--- src/rtl/ddram_arb.sv ---
// ddram_arb: two-port arbiter in front of a DDRAM burst interface.
// Port 0 issues video burst reads, port 1 single-word reads/writes. Port 0 has
// priority, but port 1 is guaranteed a grant after P0_STREAK consecutive port-0
// grants taken while it was waiting. Only one transaction is in flight at a time.
//
// state | meaning
// IDLE  | no transaction; arbitrate between p0_req and p1_req
// CMD   | command registers drive DDRAM until DDRAM_BUSY is sampled low
// RDATA | counting read beats and routing them to the granted port
module ddram_arb #(
  parameter int P0_STREAK = 4
) (
  input  logic        clk,
  input  logic        reset,

  input  logic        p0_req,
  input  logic [28:0] p0_addr,
  input  logic [7:0]  p0_len,
  output logic        p0_ack,
  output logic [63:0] p0_data,
  output logic        p0_valid,
  output logic        p0_done,

  input  logic        p1_req,
  input  logic        p1_we,
  input  logic [28:0] p1_addr,
  input  logic [63:0] p1_din,
  input  logic [7:0]  p1_be,
  output logic        p1_ack,
  output logic [63:0] p1_dout,
  output logic        p1_valid,

  input  logic        DDRAM_BUSY,
  input  logic [63:0] DDRAM_DOUT,
  input  logic        DDRAM_DOUT_READY,
  output logic [7:0]  DDRAM_BURSTCNT,
  output logic [28:0] DDRAM_ADDR,
  output logic [63:0] DDRAM_DIN,
  output logic [7:0]  DDRAM_BE,
  output logic        DDRAM_RD,
  output logic        DDRAM_WE
);

  typedef enum logic [1:0] {IDLE, CMD, RDATA} state_t;

  localparam int SW = $clog2(P0_STREAK + 1);
  localparam logic [SW-1:0] STREAK_MAX = SW'(P0_STREAK);

  state_t        state;
  logic [SW-1:0] streak;
  logic          owner;      // 0 = port 0 owns the transaction, 1 = port 1
  logic [7:0]    beat_cnt;
  logic          grant_p0;
  logic          grant_p1;
  logic [7:0]    p0_cnt;

  // Arbitration decision: port 1 only wins over a requesting port 0 once the streak is exhausted
  always_comb begin
    grant_p1 = p1_req && (!p0_req || (streak == STREAK_MAX));
    grant_p0 = p0_req && !grant_p1;
    p0_cnt   = (p0_len == 8'd0) ? 8'd1 : p0_len;
  end

  // Sequencer: grant, command hold until accepted, then read-beat collection
  always_ff @(posedge clk or posedge reset) begin
    if (reset) begin
      state          <= IDLE;
      streak         <= '0;
      owner          <= 1'b0;
      beat_cnt       <= 8'd0;
      p0_ack         <= 1'b0;
      p0_data        <= 64'd0;
      p0_valid       <= 1'b0;
      p0_done        <= 1'b0;
      p1_ack         <= 1'b0;
      p1_dout        <= 64'd0;
      p1_valid       <= 1'b0;
      DDRAM_BURSTCNT <= 8'd1;
      DDRAM_ADDR     <= 29'd0;
      DDRAM_DIN      <= 64'd0;
      DDRAM_BE       <= 8'd0;
      DDRAM_RD       <= 1'b0;
      DDRAM_WE       <= 1'b0;
    end else begin
      p0_ack   <= 1'b0;
      p1_ack   <= 1'b0;
      p0_valid <= 1'b0;
      p0_done  <= 1'b0;
      p1_valid <= 1'b0;
      case (state)
        IDLE: begin
          if (grant_p1) begin
            owner          <= 1'b1;
            p1_ack         <= 1'b1;
            DDRAM_ADDR     <= p1_addr;
            DDRAM_BURSTCNT <= 8'd1;
            DDRAM_DIN      <= p1_din;
            DDRAM_BE       <= p1_we ? p1_be : 8'hFF;
            DDRAM_WE       <= p1_we;
            DDRAM_RD       <= !p1_we;
            streak         <= '0;
            beat_cnt       <= 8'd0;
            state          <= CMD;
          end else if (grant_p0) begin
            owner          <= 1'b0;
            p0_ack         <= 1'b1;
            DDRAM_ADDR     <= p0_addr;
            DDRAM_BURSTCNT <= p0_cnt;
            DDRAM_DIN      <= 64'd0;
            DDRAM_BE       <= 8'hFF;
            DDRAM_WE       <= 1'b0;
            DDRAM_RD       <= 1'b1;
            beat_cnt       <= 8'd0;
            state          <= CMD;
            if (!p1_req)
              streak <= '0;
            else if (streak != STREAK_MAX)
              streak <= streak + SW'(1);
          end
        end
        CMD: begin
          if (!DDRAM_BUSY && (DDRAM_RD || DDRAM_WE)) begin
            DDRAM_RD <= 1'b0;
            DDRAM_WE <= 1'b0;
            state    <= DDRAM_WE ? IDLE : RDATA;
          end
        end
        RDATA: begin
          if (DDRAM_DOUT_READY) begin
            if (owner) begin
              p1_valid <= 1'b1;
              p1_dout  <= DDRAM_DOUT;
            end else begin
              p0_valid <= 1'b1;
              p0_data  <= DDRAM_DOUT;
            end
            beat_cnt <= beat_cnt + 8'd1;
            if (beat_cnt + 8'd1 == DDRAM_BURSTCNT) begin
              p0_done <= !owner;
              state   <= IDLE;
            end
          end
        end
        default: state <= IDLE;
      endcase
    end
  end

endmodule

--- config.mk ---
export PLATFORM = sky130hd
export DESIGN_NAME = ddram_arb
export DESIGN_NICKNAME = d
export VERILOG_FILES = /design/src/rtl/ddram_arb.sv
export SDC_FILE = /design/constraint.sdc
export NUM_CORES = 1
export LEC_CHECK = 0
export CORE_AREA = 8 8 169 171
export DETAILED_ROUTE_END_ITERATION = 16
export DIE_AREA = 0 0 177 179
export PLACE_DENSITY = 0.76
export SLEW_MARGIN = 0
export SYNTH_ARGS = -nofsm -noshare
export SYNTH_HDL_FRONTEND = slang
export SYNTH_SLANG_ARGS = --single-unit
--- constraint.sdc ---
create_clock -name clk -period 14.7 [get_ports clk]
set_input_delay 1.47 -clock clk [delete_from_list [all_inputs] [get_ports clk]]
set_output_delay 1.47 -clock clk [all_outputs]
set_load 0.005 [all_outputs]
; Word level (Yosys, flattened, before mapping)
; Cells that the tools add are included.
; W data, S select, Z words.
[totals]
out_inout_bits = 244
register_bits = 258
in_bits = 209
elab_cells = 99
[classes]
mux = 47
bitwise = 1
reduce_logical = 22
n_eq_ne = 10
n_addsub = 2
[ops]
columns = op, count
row1 = $mux W64, 2
row2 = $mux W8, 9
row3 = $mux W29, 2
row4 = $mux W1, 20
row5 = $pmux W8 S2, 1
row6 = $reduce_and A3 Y1, 5
row7 = $mux W2, 6
row8 = $mux W3, 4
row9 = $add A8 B1 Y8 const B, 1
row10 = $eq A8 B8 Y1, 1
row11 = $logic_not A8 Y1, 1
row12 = $ne A2 B2 Y1 const B, 3
row13 = $ne A3 B3 Y1 const B, 2
row14 = $pmux W2 S3, 1
row15 = $reduce_bool A2 Y1, 3
row16 = $logic_not A1 Y1, 5
row17 = $pmux W1 S2, 2
row18 = $reduce_and A4 Y1, 1
row19 = $add A3 B1 Y3 const B, 1
row20 = $eq A3 B3 Y1 const B, 1
row21 = $logic_and A1 B1 Y1, 3
row22 = $ne A3 B1 Y1 const B, 1
row23 = $eq A2 B1 Y1 const B, 1
row24 = $eq A2 B2 Y1 const B, 1
row25 = 4 further kinds, 5

; Longest topological paths before layout
[depth]
word_depth = 8
mapped_depth = 9
mapped_depth_nobuf = 7

; Worst setup path before layout
; OpenSTA, ideal clock, no wires.
[synth_path]
path_kind = input-to-reg
from = in p1_req
to = reg DDRAM_DIN[14]
path_buffers = 3
required_ns = 14.635
arrival_time_ns = 2.673
setup_time_ns = 0.065
slack_ns = 11.961
cell_stages = 6
cell_sequence = clkbuf_1 > nand2_1 > nor3_1 > buf_2 > buf_2 > a22o_1
[synth_via]
elab_chain_cells = 5
word_cells_on_any_way = 6
cone_classes = 1 x mux / 5 x reduce/logical
[synth_lines]
columns = item, line_no
row1 = "start, declared", 24  ; input logic p1_req,
row2 = $logic_and A1 B1 Y1 (*), 59  ; grant_p1 = p1_req && (!p0_req || (streak == STREAK_MAX));
row3 = $logic_not A1 Y1, 60  ; grant_p0 = p0_req && !grant_p1;
row4 = $logic_and A1 B1 Y1, 60
row5 = $reduce_bool A2 Y1 (no source line), n/a
row6 = $reduce_and A2 Y1 (no source line), n/a
row7 = "end signal, assigned", 97  ; DDRAM_DIN <= p1_din;
row8 = "end, declared", 38  ; output logic [63:0] DDRAM_DIN,
; Mark *: on every way between the ends. The rest lies on a longest branch, timed or not.
; A chain may end at the register's enable or synchronous reset.

; Worst setup path in the final report
[layout_path]
from = in p0_req
to = reg DDRAM_ADDR[26]
[layout_via]
elab_chain_cells = 7
word_cells_on_any_way = 8
cone_classes = 1 x mux / 7 x reduce/logical
[layout_lines]
columns = item, line_no
row1 = "start, declared", 16  ; input logic p0_req,
row2 = $logic_not A1 Y1, 59
row3 = $logic_or A1 B1 Y1, 59
row4 = $logic_and A1 B1 Y1, 59
row5 = $logic_not A1 Y1, 60
row6 = $logic_and A1 B1 Y1, 60
row7 = $reduce_bool A2 Y1 (no source line), n/a
row8 = $reduce_and A2 Y1 (no source line), n/a
row9 = "end signal, assigned", 95  ; DDRAM_ADDR <= p1_addr;
row10 = "end signal, assigned", 107  ; DDRAM_ADDR <= p0_addr;
row11 = "end, declared", 37  ; output logic [28:0] DDRAM_ADDR,
; Parallel ways exist; a longest one is shown, timed or not.

==> flow_metrics.env <==
export IMPL_die_area_um2=31700
export IMPL_syn_avg_cell_area_um2=12.7
export IMPL_syn_to_final_growth_pct=56.7
export IMPL_clk_latency_ps=540
export IMPL_cts_root_buf="clkbuf_16"
export IMPL_path_clk_slew_ps=60
export IMPL_cts_tree="yes"
export IMPL_grt_setup_unrepaired="false"
export IMPL_slew_headroom_pct=35.0
export IMPL_skew_ps=16.3
export IMPL_pwr_density_cell_nw_per_um2=180
export IMPL_fp_dieW_um=177
export IMPL_dpl_cell_area_um2=15000
export IMPL_grt_pass1_vias=8385
export IMPL_antenna_found_initial=3
export IMPL_grt_pass1_wl_um=50300
export IMPL_layout_min_cycle_time_ps=3380
export IMPL_worstMarginPinSlew_ps=976
export IMPL_ir_worst_vdd_v=0.000119
export IMPL_wl_per_cell_um=21.1
export IMPL_io_buffers=452
export IMPL_num_fill_cells=2004
export IMPL_slowest_delay_ps=690
export IMPL_grt_max_degree=110
export IMPL_cts_hold_buf=0
export IMPL_crit_family="buffers and inverters"
export IMPL_io_pins=453
export IMPL_stdcell_area_um2=15900
export IMPL_total_power_uw=2860
export IMPL_first_iter_violations=482
export IMPL_numClockSinks=258
export IMPL_cts_buffers=27
export IMPL_critical_path_arrival_ps=3830
export IMPL_synthFlopType="dfrtp_1"
export IMPL_die_h_um=179
export IMPL_synth_cells=797
export IMPL_cp_cell_sequence="clkdlybuf4s50_1, nor2_1, nor3_2, buf_4, nor2_1, a31oi_1"
export IMPL_critPathBufInv=2
export IMPL_grt_usage_pct=20.4
export IMPL_cts_setup_buffers=0
export IMPL_endpoint_kind="flip-flop"
export IMPL_synth_seq_area_share_pct=63.8
export IMPL_ant_nets=0
export IMPL_critPathLaunchType="input pin"
export IMPL_crit_type="input pin to flip-flop"
export IMPL_synth_edf_count=0
export IMPL_drcViolationCount=0
export IMPL_htree_levels=1
export IMPL_finalCritPeriodShare_pct=23.0
export IMPL_rows=59
export IMPL_cts_buffer_depth=3
export IMPL_synth_fp_nets=1009
export IMPL_synthesis_area_um2=10100
export IMPL_layout_drive_gt1_share_pct=15.3
export IMPL_finalSetupViolCount=0
export IMPL_slowest_stage="clkdlybuf4s50_1"
export IMPL_ys_ff_latch=258
export IMPL_yosysWarnings=0
export IMPL_max_cap_violations=0
export IMPL_vias=8009
export IMPL_crit_required_ps=15150
export IMPL_mostFrequentLayoutCells="452 x clkdlybuf4s50_1, 257 x dfrtp_1, 128 x mux2_2"
export IMPL_firstDrtPassIters=4
export IMPL_finalHoldViolCount=0
export IMPL_leakagePower_uw=0.00702
export IMPL_cts_resized=0
export IMPL_wl_um=33700
export IMPL_hp_class="flip-flop to flip-flop"
export IMPL_tns_ps=0
export IMPL_critPathMaxFanout=76
export IMPL_post_route_util_pct=61.6
export IMPL_viasPerCell=5.02
export IMPL_status="completed"
export IMPL_gp_congestion=0.799
export IMPL_drv_slew=0
export IMPL_grt_overflow=0
export IMPL_start_util_pct=39.3
export IMPL_crit_top_cell="nor2_1"
export IMPL_ys_types=47
export IMPL_coreArea_um2=25800
export IMPL_layout_commonest_cell="clkdlybuf4s50_1"
export IMPL_dp_hpwl_um=24900
export IMPL_max_freq_mhz=296
export IMPL_async_reset_ff_share_pct=100
export IMPL_nets=1449
==> cell usage after synthesis, types with 3 or more instances <==
library cell	n	share of area, %
a21oi_1	4	0.20
a22o_1	57	4.9
a31oi_1	32	2.0
buf_2	19	0.94
buf_4	6	0.44
clkbuf_1	25	0.93
dfrtp_1	257	64
ha_1	3	0.37
inv_1	8	0.30
mux2_2	128	14
nand2_1	121	4.5
nand3_1	9	0.44
nor2_1	45	1.7
nor3_1	6	0.30
o21ai_0	31	1.5
o22ai_1	3	0.19
xnor2_1	4	0.35
==> path summary, 6_finish.rpt <==
check                        startpoint             end  slack, ps  cells after the start
min reg2reg                DDRAM_DIN[2]    DDRAM_DIN[2]        470                      2
max                              p0_req  DDRAM_ADDR[26]      11320                      6
min                        DDRAM_DIN[2]    DDRAM_DIN[2]        470                      2
min in group asynchronous         reset      p1_dout[8]       1470                      2
max in group asynchronous         reset   DDRAM_DIN[19]      11690                      3
max reg2reg                    state[0]     p0_data[21]      12300                      5
==> state kept, by name (all words and copies together), names as in the netlist, 2 cells and up <==
| name | flops |
|---|---|
| DDRAM_DIN | 64 |
| p0_data | 64 |
| p1_dout | 64 |
| DDRAM_ADDR | 29 |
| DDRAM_BE | 8 |
| DDRAM_BURSTCNT | 8 |
| beat_cnt | 8 |
| streak | 3 |
| state | 2 |
==> logic make-up (layout without fill, tap and decap cells) <==
family,after synthesis,in the layout,share of synthesized area [%]
simple gates,199,199,8.21
mux,128,128,14.2
other cells,0,4,0
flops,258,258,63.8
fa+ha+maj,3,3,0.371
xor+xnor,6,6,0.519
compound gates,145,145,10.3
buf+inv,58,518,2.61
==> per-layer routing <==
metal | up-vias | share of wire (%) | track usage [%] | routed length (um)
met1 | 3886 | 39 | 24.5 | 13000
met4 | 0 | 1.8 | 5.32 | 620
li1 | 3702 | - | - | -
met3 | 48 | 10 | 7.16 | 3390
met2 | 373 | 49 | 34.3 | 16700
met5 | - | 0 | 0 | 0
==> stage by stage <==
stage | hold slack [ps] | setup slack [ps] | std cells
finish | 466 | 11320 | 1596
floorplan | 463 | 6130 | 797
detailed placement | 455 | 10790 | 1543
global placement | 452 | 10860 | 1543
CTS | 469 | 11350 | 1592
global route | 495 | 11120 | 1595
==> layout make-up <==
class	instances	area (um^2)	area share, %
flip-flops and latches	258	6460	40.7
repair buffers	461	4590	28.9
multi-input cells	481	3450	21.7
clock buffers	38	757	4.77
well taps	335	419	2.64
clock inverters	11	145	0.915
inverters	8	37.5	0.237
diodes	4	10.0	0.0631
==> worst register-to-register path: cells and delay by family (launching register included) <==
family	cells	cell delay [ps]
mux	1	480
flops	1	500
buf+inv	2	900
simple gates	2	410
==> where the power goes <==
group          total (uW)  switching (uW)  internal (uW)  leakage, uW
combinational        1040             383            660      0.00323
sequential           1120             157            967      0.00334
clock                 696             283            413     0.000449
total                2860             823           2040      0.00702
Note: power is estimated with default switching activity, not from simulation.
